==> config.mk <==
export PLATFORM = sky130hd
export DESIGN_NAME = entropy_collector
export DESIGN_NICKNAME = d
export VERILOG_FILES = /design/src/rtl/trng_defines.sv /design/src/rtl/entropy_rep_test.sv /design/src/rtl/entropy_collector.sv
export SDC_FILE = /design/constraint.sdc
export NUM_CORES = 1
export LEC_CHECK = 0
export CAP_MARGIN = 10
export CORE_ASPECT_RATIO = 1.4
export CORE_MARGIN = 5
export CORE_UTILIZATION = 44
export DETAILED_ROUTE_END_ITERATION = 16
export MAX_ROUTING_LAYER = met4
export PLACE_DENSITY = 0.76
export SYNTH_ARGS = -nofsm -noshare
export SYNTH_HDL_FRONTEND = slang
export SYNTH_HIERARCHICAL = 1
export SYNTH_SLANG_ARGS = --single-unit
==> constraint.sdc <==
create_clock -name clk -period 2.7 [get_ports clk]
set_clock_uncertainty 0.05 [all_clocks]
set_input_delay 0.54 -clock clk [delete_from_list [all_inputs] [get_ports clk]]
set_output_delay 0.54 -clock clk [all_outputs]
set_load 0.005 [all_outputs]
==> src/rtl/trng_defines.sv <==
// trng_defines: constants shared by the entropy collector and the TRNG
// debug/status readout.
//   WORD_W           width of one entropy word
//   DEF_NUM_WORDS    default number of words per assembled block
//   DEF_REP_LIMIT    default repetition-count trip threshold
//   ST_*             3-bit collector state encodings (visible on status readout)
//   sat_inc32        saturating increment for the 32-bit word counter
package trng_defines;

  localparam int WORD_W        = 32;
  localparam int DEF_NUM_WORDS = 16;
  localparam int DEF_REP_LIMIT = 8;

  typedef logic [2:0] coll_state_t;

  localparam coll_state_t ST_IDLE    = 3'd0;
  localparam coll_state_t ST_COLLECT = 3'd1;
  localparam coll_state_t ST_WAIT    = 3'd2;
  localparam coll_state_t ST_FULL    = 3'd3;
  localparam coll_state_t ST_ERROR   = 3'd4;

  // Counter sticks at all-ones instead of wrapping back to zero.
  function automatic logic [31:0] sat_inc32(input logic [31:0] v);
    logic [31:0] r;
    if (v == 32'hFFFF_FFFF) begin
      r = v;
    end else begin
      r = v + 32'd1;
    end
    return r;
  endfunction

endpackage

==> src/rtl/entropy_rep_test.sv <==
// entropy_rep_test: repetition-count health test on accepted entropy words.
//   clk, reset_n  clock, asynchronous active-low reset
//   sample        strobe: data is being accepted this cycle
//   clear         synchronous flush of the test history (wins over sample)
//   data          word being accepted
//   trip          high in the sampling cycle when this word makes the run of
//                 identical words reach REP_LIMIT
module entropy_rep_test
  import trng_defines::*;
#(
  parameter int REP_LIMIT = DEF_REP_LIMIT
) (
  input  logic              clk,
  input  logic              reset_n,
  input  logic              sample,
  input  logic              clear,
  input  logic [WORD_W-1:0] data,
  output logic              trip
);

  localparam logic [7:0] REP_LIMIT_C = 8'(REP_LIMIT);

  logic [WORD_W-1:0] last_word_r;
  logic              last_valid_r;
  logic [7:0]        rep_ctr_r;
  logic [7:0]        rep_next_s;

  // Run length including the word currently offered; trip is decided on it so
  // the top can route the tripping sample straight to the error state.
  always_comb begin
    rep_next_s = 8'd1;
    if (last_valid_r && (data == last_word_r)) begin
      if (rep_ctr_r != 8'hFF) begin
        rep_next_s = rep_ctr_r + 8'd1;
      end else begin
        rep_next_s = rep_ctr_r;
      end
    end else begin
      rep_next_s = 8'd1;
    end
    trip = sample && !clear && (rep_next_s >= REP_LIMIT_C);
  end

  // History registers: last accepted word, its valid flag and the run length.
  always_ff @(posedge clk or negedge reset_n) begin
    if (!reset_n) begin
      last_word_r  <= {WORD_W{1'b0}};
      last_valid_r <= 1'b0;
      rep_ctr_r    <= 8'd0;
    end else if (clear) begin
      last_word_r  <= {WORD_W{1'b0}};
      last_valid_r <= 1'b0;
      rep_ctr_r    <= 8'd0;
    end else if (sample) begin
      last_word_r  <= data;
      last_valid_r <= 1'b1;
      rep_ctr_r    <= rep_next_s;
    end
  end

endmodule

==> src/rtl/entropy_collector.sv <==
// entropy_collector: pulls 32-bit words from an entropy source with a
// valid/ack handshake and assembles NUM_WORDS of them into one block.
//   clk, reset_n                 clock, asynchronous active-low reset
//   enable                       collection allowed
//   discard                      synchronous flush: drop block, clear error
//   entropy_enabled/_valid/_data source side; ack pulses one cycle per word
//   block_data/_valid/_ack       mixer side; first word in the MS 32 bits
//   security_error               sticky repetition-test failure
//   words_collected              saturating count of accepted words
module entropy_collector
  import trng_defines::*;
#(
  parameter int NUM_WORDS = DEF_NUM_WORDS,
  parameter int REP_LIMIT = DEF_REP_LIMIT
) (
  input  logic                        clk,
  input  logic                        reset_n,
  input  logic                        enable,
  input  logic                        discard,
  input  logic                        entropy_enabled,
  input  logic [WORD_W-1:0]           entropy_data,
  input  logic                        entropy_valid,
  output logic                        entropy_ack,
  output logic [WORD_W*NUM_WORDS-1:0] block_data,
  output logic                        block_valid,
  input  logic                        block_ack,
  output logic                        security_error,
  output logic [WORD_W-1:0]           words_collected
);

  localparam int         BLK_W       = WORD_W * NUM_WORDS;
  localparam logic [7:0] NUM_WORDS_C = 8'(NUM_WORDS);

  coll_state_t       state_r;
  coll_state_t       state_next_s;
  logic [7:0]        word_ctr_r;
  logic [7:0]        word_inc_s;
  logic              sample_s;
  logic              release_s;
  logic              block_done_s;
  logic              trip_s;
  logic              ack_r;
  logic [BLK_W-1:0]  block_r;
  logic              block_valid_r;
  logic              sec_err_r;
  logic [WORD_W-1:0] words_r;

  entropy_rep_test #(
    .REP_LIMIT (REP_LIMIT)
  ) u_rep_test (
    .clk     (clk),
    .reset_n (reset_n),
    .sample  (sample_s),
    .clear   (discard),
    .data    (entropy_data),
    .trip    (trip_s)
  );

  // State register.
  always_ff @(posedge clk or negedge reset_n) begin
    if (!reset_n) begin
      state_r <= ST_IDLE;
    end else begin
      state_r <= state_next_s;
    end
  end

  // Next-state logic; discard overrides everything, a trip overrides FULL.
  always_comb begin
    state_next_s = state_r;
    if (discard) begin
      state_next_s = ST_IDLE;
    end else begin
      case (state_r)
        ST_IDLE: begin
          if (enable) state_next_s = ST_COLLECT;
          else        state_next_s = ST_IDLE;
        end
        ST_COLLECT: begin
          if (!enable)           state_next_s = ST_IDLE;
          else if (!sample_s)    state_next_s = ST_COLLECT;
          else if (trip_s)       state_next_s = ST_ERROR;
          else if (block_done_s) state_next_s = ST_FULL;
          else                   state_next_s = ST_WAIT;
        end
        ST_WAIT:  state_next_s = ST_COLLECT;
        ST_FULL: begin
          if (!block_ack)  state_next_s = ST_FULL;
          else if (enable) state_next_s = ST_COLLECT;
          else             state_next_s = ST_IDLE;
        end
        ST_ERROR: state_next_s = ST_ERROR;
        default:  state_next_s = ST_IDLE;
      endcase
    end
  end

  // Decoded strobes; a disabled source looks exactly like an invalid word.
  always_comb begin
    sample_s     = (state_r == ST_COLLECT) && enable && entropy_enabled &&
                   entropy_valid && !discard;
    release_s    = (state_r == ST_FULL) && block_ack && !discard;
    word_inc_s   = word_ctr_r + 8'd1;
    block_done_s = (word_inc_s == NUM_WORDS_C);
  end

  // Datapath: shift buffer, counters and the registered handshake outputs.
  always_ff @(posedge clk or negedge reset_n) begin
    if (!reset_n) begin
      ack_r         <= 1'b0;
      block_r       <= {BLK_W{1'b0}};
      block_valid_r <= 1'b0;
      sec_err_r     <= 1'b0;
      words_r       <= {WORD_W{1'b0}};
      word_ctr_r    <= 8'd0;
    end else if (discard) begin
      ack_r         <= 1'b0;
      block_r       <= {BLK_W{1'b0}};
      block_valid_r <= 1'b0;
      sec_err_r     <= 1'b0;
      word_ctr_r    <= 8'd0;
    end else if (sample_s) begin
      ack_r   <= 1'b1;
      words_r <= sat_inc32(words_r);
      if (trip_s) begin
        // The tripping word is still acked but never reaches the mixer.
        sec_err_r     <= 1'b1;
        block_r       <= {BLK_W{1'b0}};
        block_valid_r <= 1'b0;
        word_ctr_r    <= 8'd0;
      end else begin
        block_r    <= {block_r[BLK_W-WORD_W-1:0], entropy_data};
        word_ctr_r <= word_inc_s;
        if (block_done_s) begin
          block_valid_r <= 1'b1;
        end
      end
    end else begin
      ack_r <= 1'b0;
      if (release_s) begin
        word_ctr_r    <= 8'd0;
        block_valid_r <= 1'b0;
      end
    end
  end

  assign entropy_ack     = ack_r;
  assign block_data      = block_r;
  assign block_valid     = block_valid_r;
  assign security_error  = sec_err_r;
  assign words_collected = words_r;

endmodule
==> run metrics <==
status finished, violations left; failing checks negative setup slack; vias in the first global route ~18000; total gr overflow 0; sequential element share of the synthesized area 66.3%; Yosys cell types 57; fin worst setup slack -0.213 ns; Yosys warnings 6; clk slew on worst S/H paths around 0.060 ns; # DRC 0; Chip Width ~200 microns; core area about 50000 sq um; Cell Area, Synth approximately 23000 sq um; CTS Buf Count between 50 and 60; period utilization 108%; dpl hpwl about 53000 microns; CP Max Fanout 72; FF-to-FF path depth 10; root buffer cell clkbuf_16; Least-Margin Pin Slew roughly 1.1 ns; placed inst area ~30000 sq um; Synth Register Bits about 600; PD cells 562 nW/um^2; post-route minimum period approximately 3 ns; initial antenna violation count 3; Worst slew margin 28.1%; share of the synthesized area in the top cell type approximately two thirds; first-pass GRT wire length 113000 microns; CTS tree done; Setup violations, final approximately 520; maximum VDD drop 0.000426 V; chip height 278 microns; EDFF count, synth 0; drt pass-1 iters 5; Hold Crit Class input port to register; Setup CP Type input port to register; Starting Density ~44%; Fin Setup TNS -76.55 ns; die area 56100 sq um; largest net degree at the start of global routing 161; Via density slightly below 6; synth top area cells dfrtp_1 (66%), a22o_1 (20%), mux2i_1 (1.5%), xor2_1 (1.4%), buf_2 (1.1%); Final Util 63.1%; synthesized net count around 1700; clk buf depth 3; Initial DRC Count ~1200; cell row count just under 100; routability cong. 0.871; max-cap viol count 0; RSZ-0062 raised after global routing yes; IO Pins just under 600; Worst-Skew Late Latency about 0.60 ns; asr flop ratio synth between 90% and 100%; Routed wire per std cell around 25 microns; CP required ~3.1 ns; final hold vios 0; Avg Synthesized Cell Area 14.1 sq um; Top FF cell, synth dfrtp_1; Finished Cell Area between 30000 and 40000 sq um; CTS Sinks 599; Worst setup SP type input port; Leak 14.5 nW; Min-Delay Path Depth 2; Total Wirelength between 70000 and 80000 microns; port buffer count 585; CTS H-tree depth 2; Vias roughly 18000; Post-Syn Instances ~1600; share of cells above drive strength 1 11.4%; FMAX 343 MHz; Detail Route Antenna Nets 0; CP Capture Type register; cell taking the most area after synthesis dfrtp_1; Final Total Pwr about 18 mW; Slew Viols, Final 0; Nets between 2000 and 2500; WP data arrival around 3.3 ns; synthesis-to-finish area growth 42.3%; aggregate global-route resource usage a little over a quarter
## power by group
group / internal (mW) / leakage, nW / total, mW / switching [mW]
Clock: 4.94 / 0.940 / 8.33 / 3.40
Sequential: 9.00 / 8.36 / 9.03 / 0.0299
Combinational: 0.254 / 5.18 / 0.736 / 0.482
## per-layer routing
metal	vias to the layer above	part of all wire [%]	GRT usage, %
met5	-	0	-
met4	0	4.3	9.89
met3	161	8.2	6.78
met2	859	49	41.9
met1	9124	39	32.5
li1	7485	-	-
## Yosys cell counts (all sizes together), types with 4 or more instances
| cell | number |
|---|---|
| xor2 | 36 |
| ha | 4 |
| clkbuf | 46 |
| nand3 | 22 |
| buf | 83 |
| nand2b | 6 |
| o31ai | 4 |
| and3 | 6 |
| nand2 | 34 |
| nand4 | 20 |
| nor2 | 58 |
| o21ai | 15 |
| inv | 11 |
| a22o | 513 |
| or4 | 4 |
| a21oi | 10 |
| dfrtp | 599 |
| xnor2 | 28 |
| mux2i | 33 |
| nor3 | 14 |
| nor4 | 14 |
## final timing paths
check,start,end,slack [ns]
min,entropy_data[12],block_data[12]$_DFFE_PN0P_,0.28
min reg2reg,block_data[485]$_DFFE_PN0P_,block_data[485]$_DFFE_PN0P_,0.45
min in group asynchronous,reset_n,words_collected[0]$_DFFE_PN0P_,0.49
max,entropy_data[15],block_data[56]$_DFFE_PN0P_,-0.21
max in group asynchronous,reset_n,block_data[41]$_DFFE_PN0P_,1.20
max reg2reg,u_rep_test/last_word_r[6]$_DFFE_PN0P_,block_data[56]$_DFFE_PN0P_,-0.20
## through the flow
| step | hold slack [ns] | setup slack [ns] | cells |
|---|---|---|---|
| final | 0.281 | -0.213 | 2958 |
| after global routing | 0.254 | -0.279 | 2958 |
| after detailed placement | 0.434 | -0.897 | 2837 |
| after CTS | 0.449 | -0.174 | 2939 |
| after global placement | 0.428 | -0.883 | 2837 |
| after floorplan | 0.194 | -0.0328 | 1610 |
## state kept, by name, indices dropped and copies added (netlist names)
register	count
words_collected	32
u_rep_test/last_valid_r	1
block_data	512
u_rep_test/last_word_r	32
block_valid	1
u_rep_test/rep_ctr_r	8
entropy_ack	1
word_ctr_r	8
state_r	3
security_error	1
## worst max-delay path: stages
cell             delay (ns)
clkdlybuf4s50_1        0.47
xor2_2                 0.25
nor4_2                 0.27
buf_4                  0.14
nand4_1                0.08
or4_4                  0.46
a311oi_4               0.23
buf_4                  0.16
nor2_4                 0.04
buf_12                 0.14
buf_12                 0.20
a22o_1                 0.29
## cell families (layout without fill, tap and decap cells)
logic type	after synthesis	after routing	share of synthesized area, %
compound gates	568	568	21.6
xor+xnor	64	64	2.48
fa+ha+maj	4	4	0.221
buf+inv	140	834	2.96
flops	599	599	66.3
mux	36	36	1.61
other cells	0	3	0
simple gates	199	200	4.83
## cell type report
class	instances	area (sq um)
diodes	3	7.51
clock buffers	81	1630
clock inverters	18	309
fillers	3809	18800
inverters	11	41.3
multi-input cells	872	7060
flip-flops and latches	599	15000
well taps	650	813
repair buffers	724	7340
## cell usage in the layout, fill, tap and decap left out, types with 4 or more instances in the layout
master           count
mux2i_1             33
a22o_1             513
o21ai_0              9
dfrtp_1            598
nor3_1              10
bufinv_16            8
buf_12              23
o31ai_1              4
buf_4              104
nor3_2               4
nor2_1              55
clkdlybuf4s50_1    579
nand2b_1             6
clkbuf_1            13
xnor2_1             28
inv_1               10
clkbuf_16           63
nor4_2               7
and3_1               6
nand2_1             33
clkbuf_8            11
xor2_1              32
dlymetal6s2s_1       4
o21ai_1              6
a21oi_1             10
ha_1                 4
nand4_1             19
nor4_1               7
clkinv_2             4
nand3_1             21
## repair_timing
item | in CTS | in global routing
cloned | 0 | 10
pin swaps | 21 | 11
endpoints found under the setup margin | 520 | 522
hold endpoints to repair | 57 | 0
resized for setup | 13 | 10
hold buffers | 1 | 0
setup buffers | 2 | 6
(Power assumes the default switching activity.)
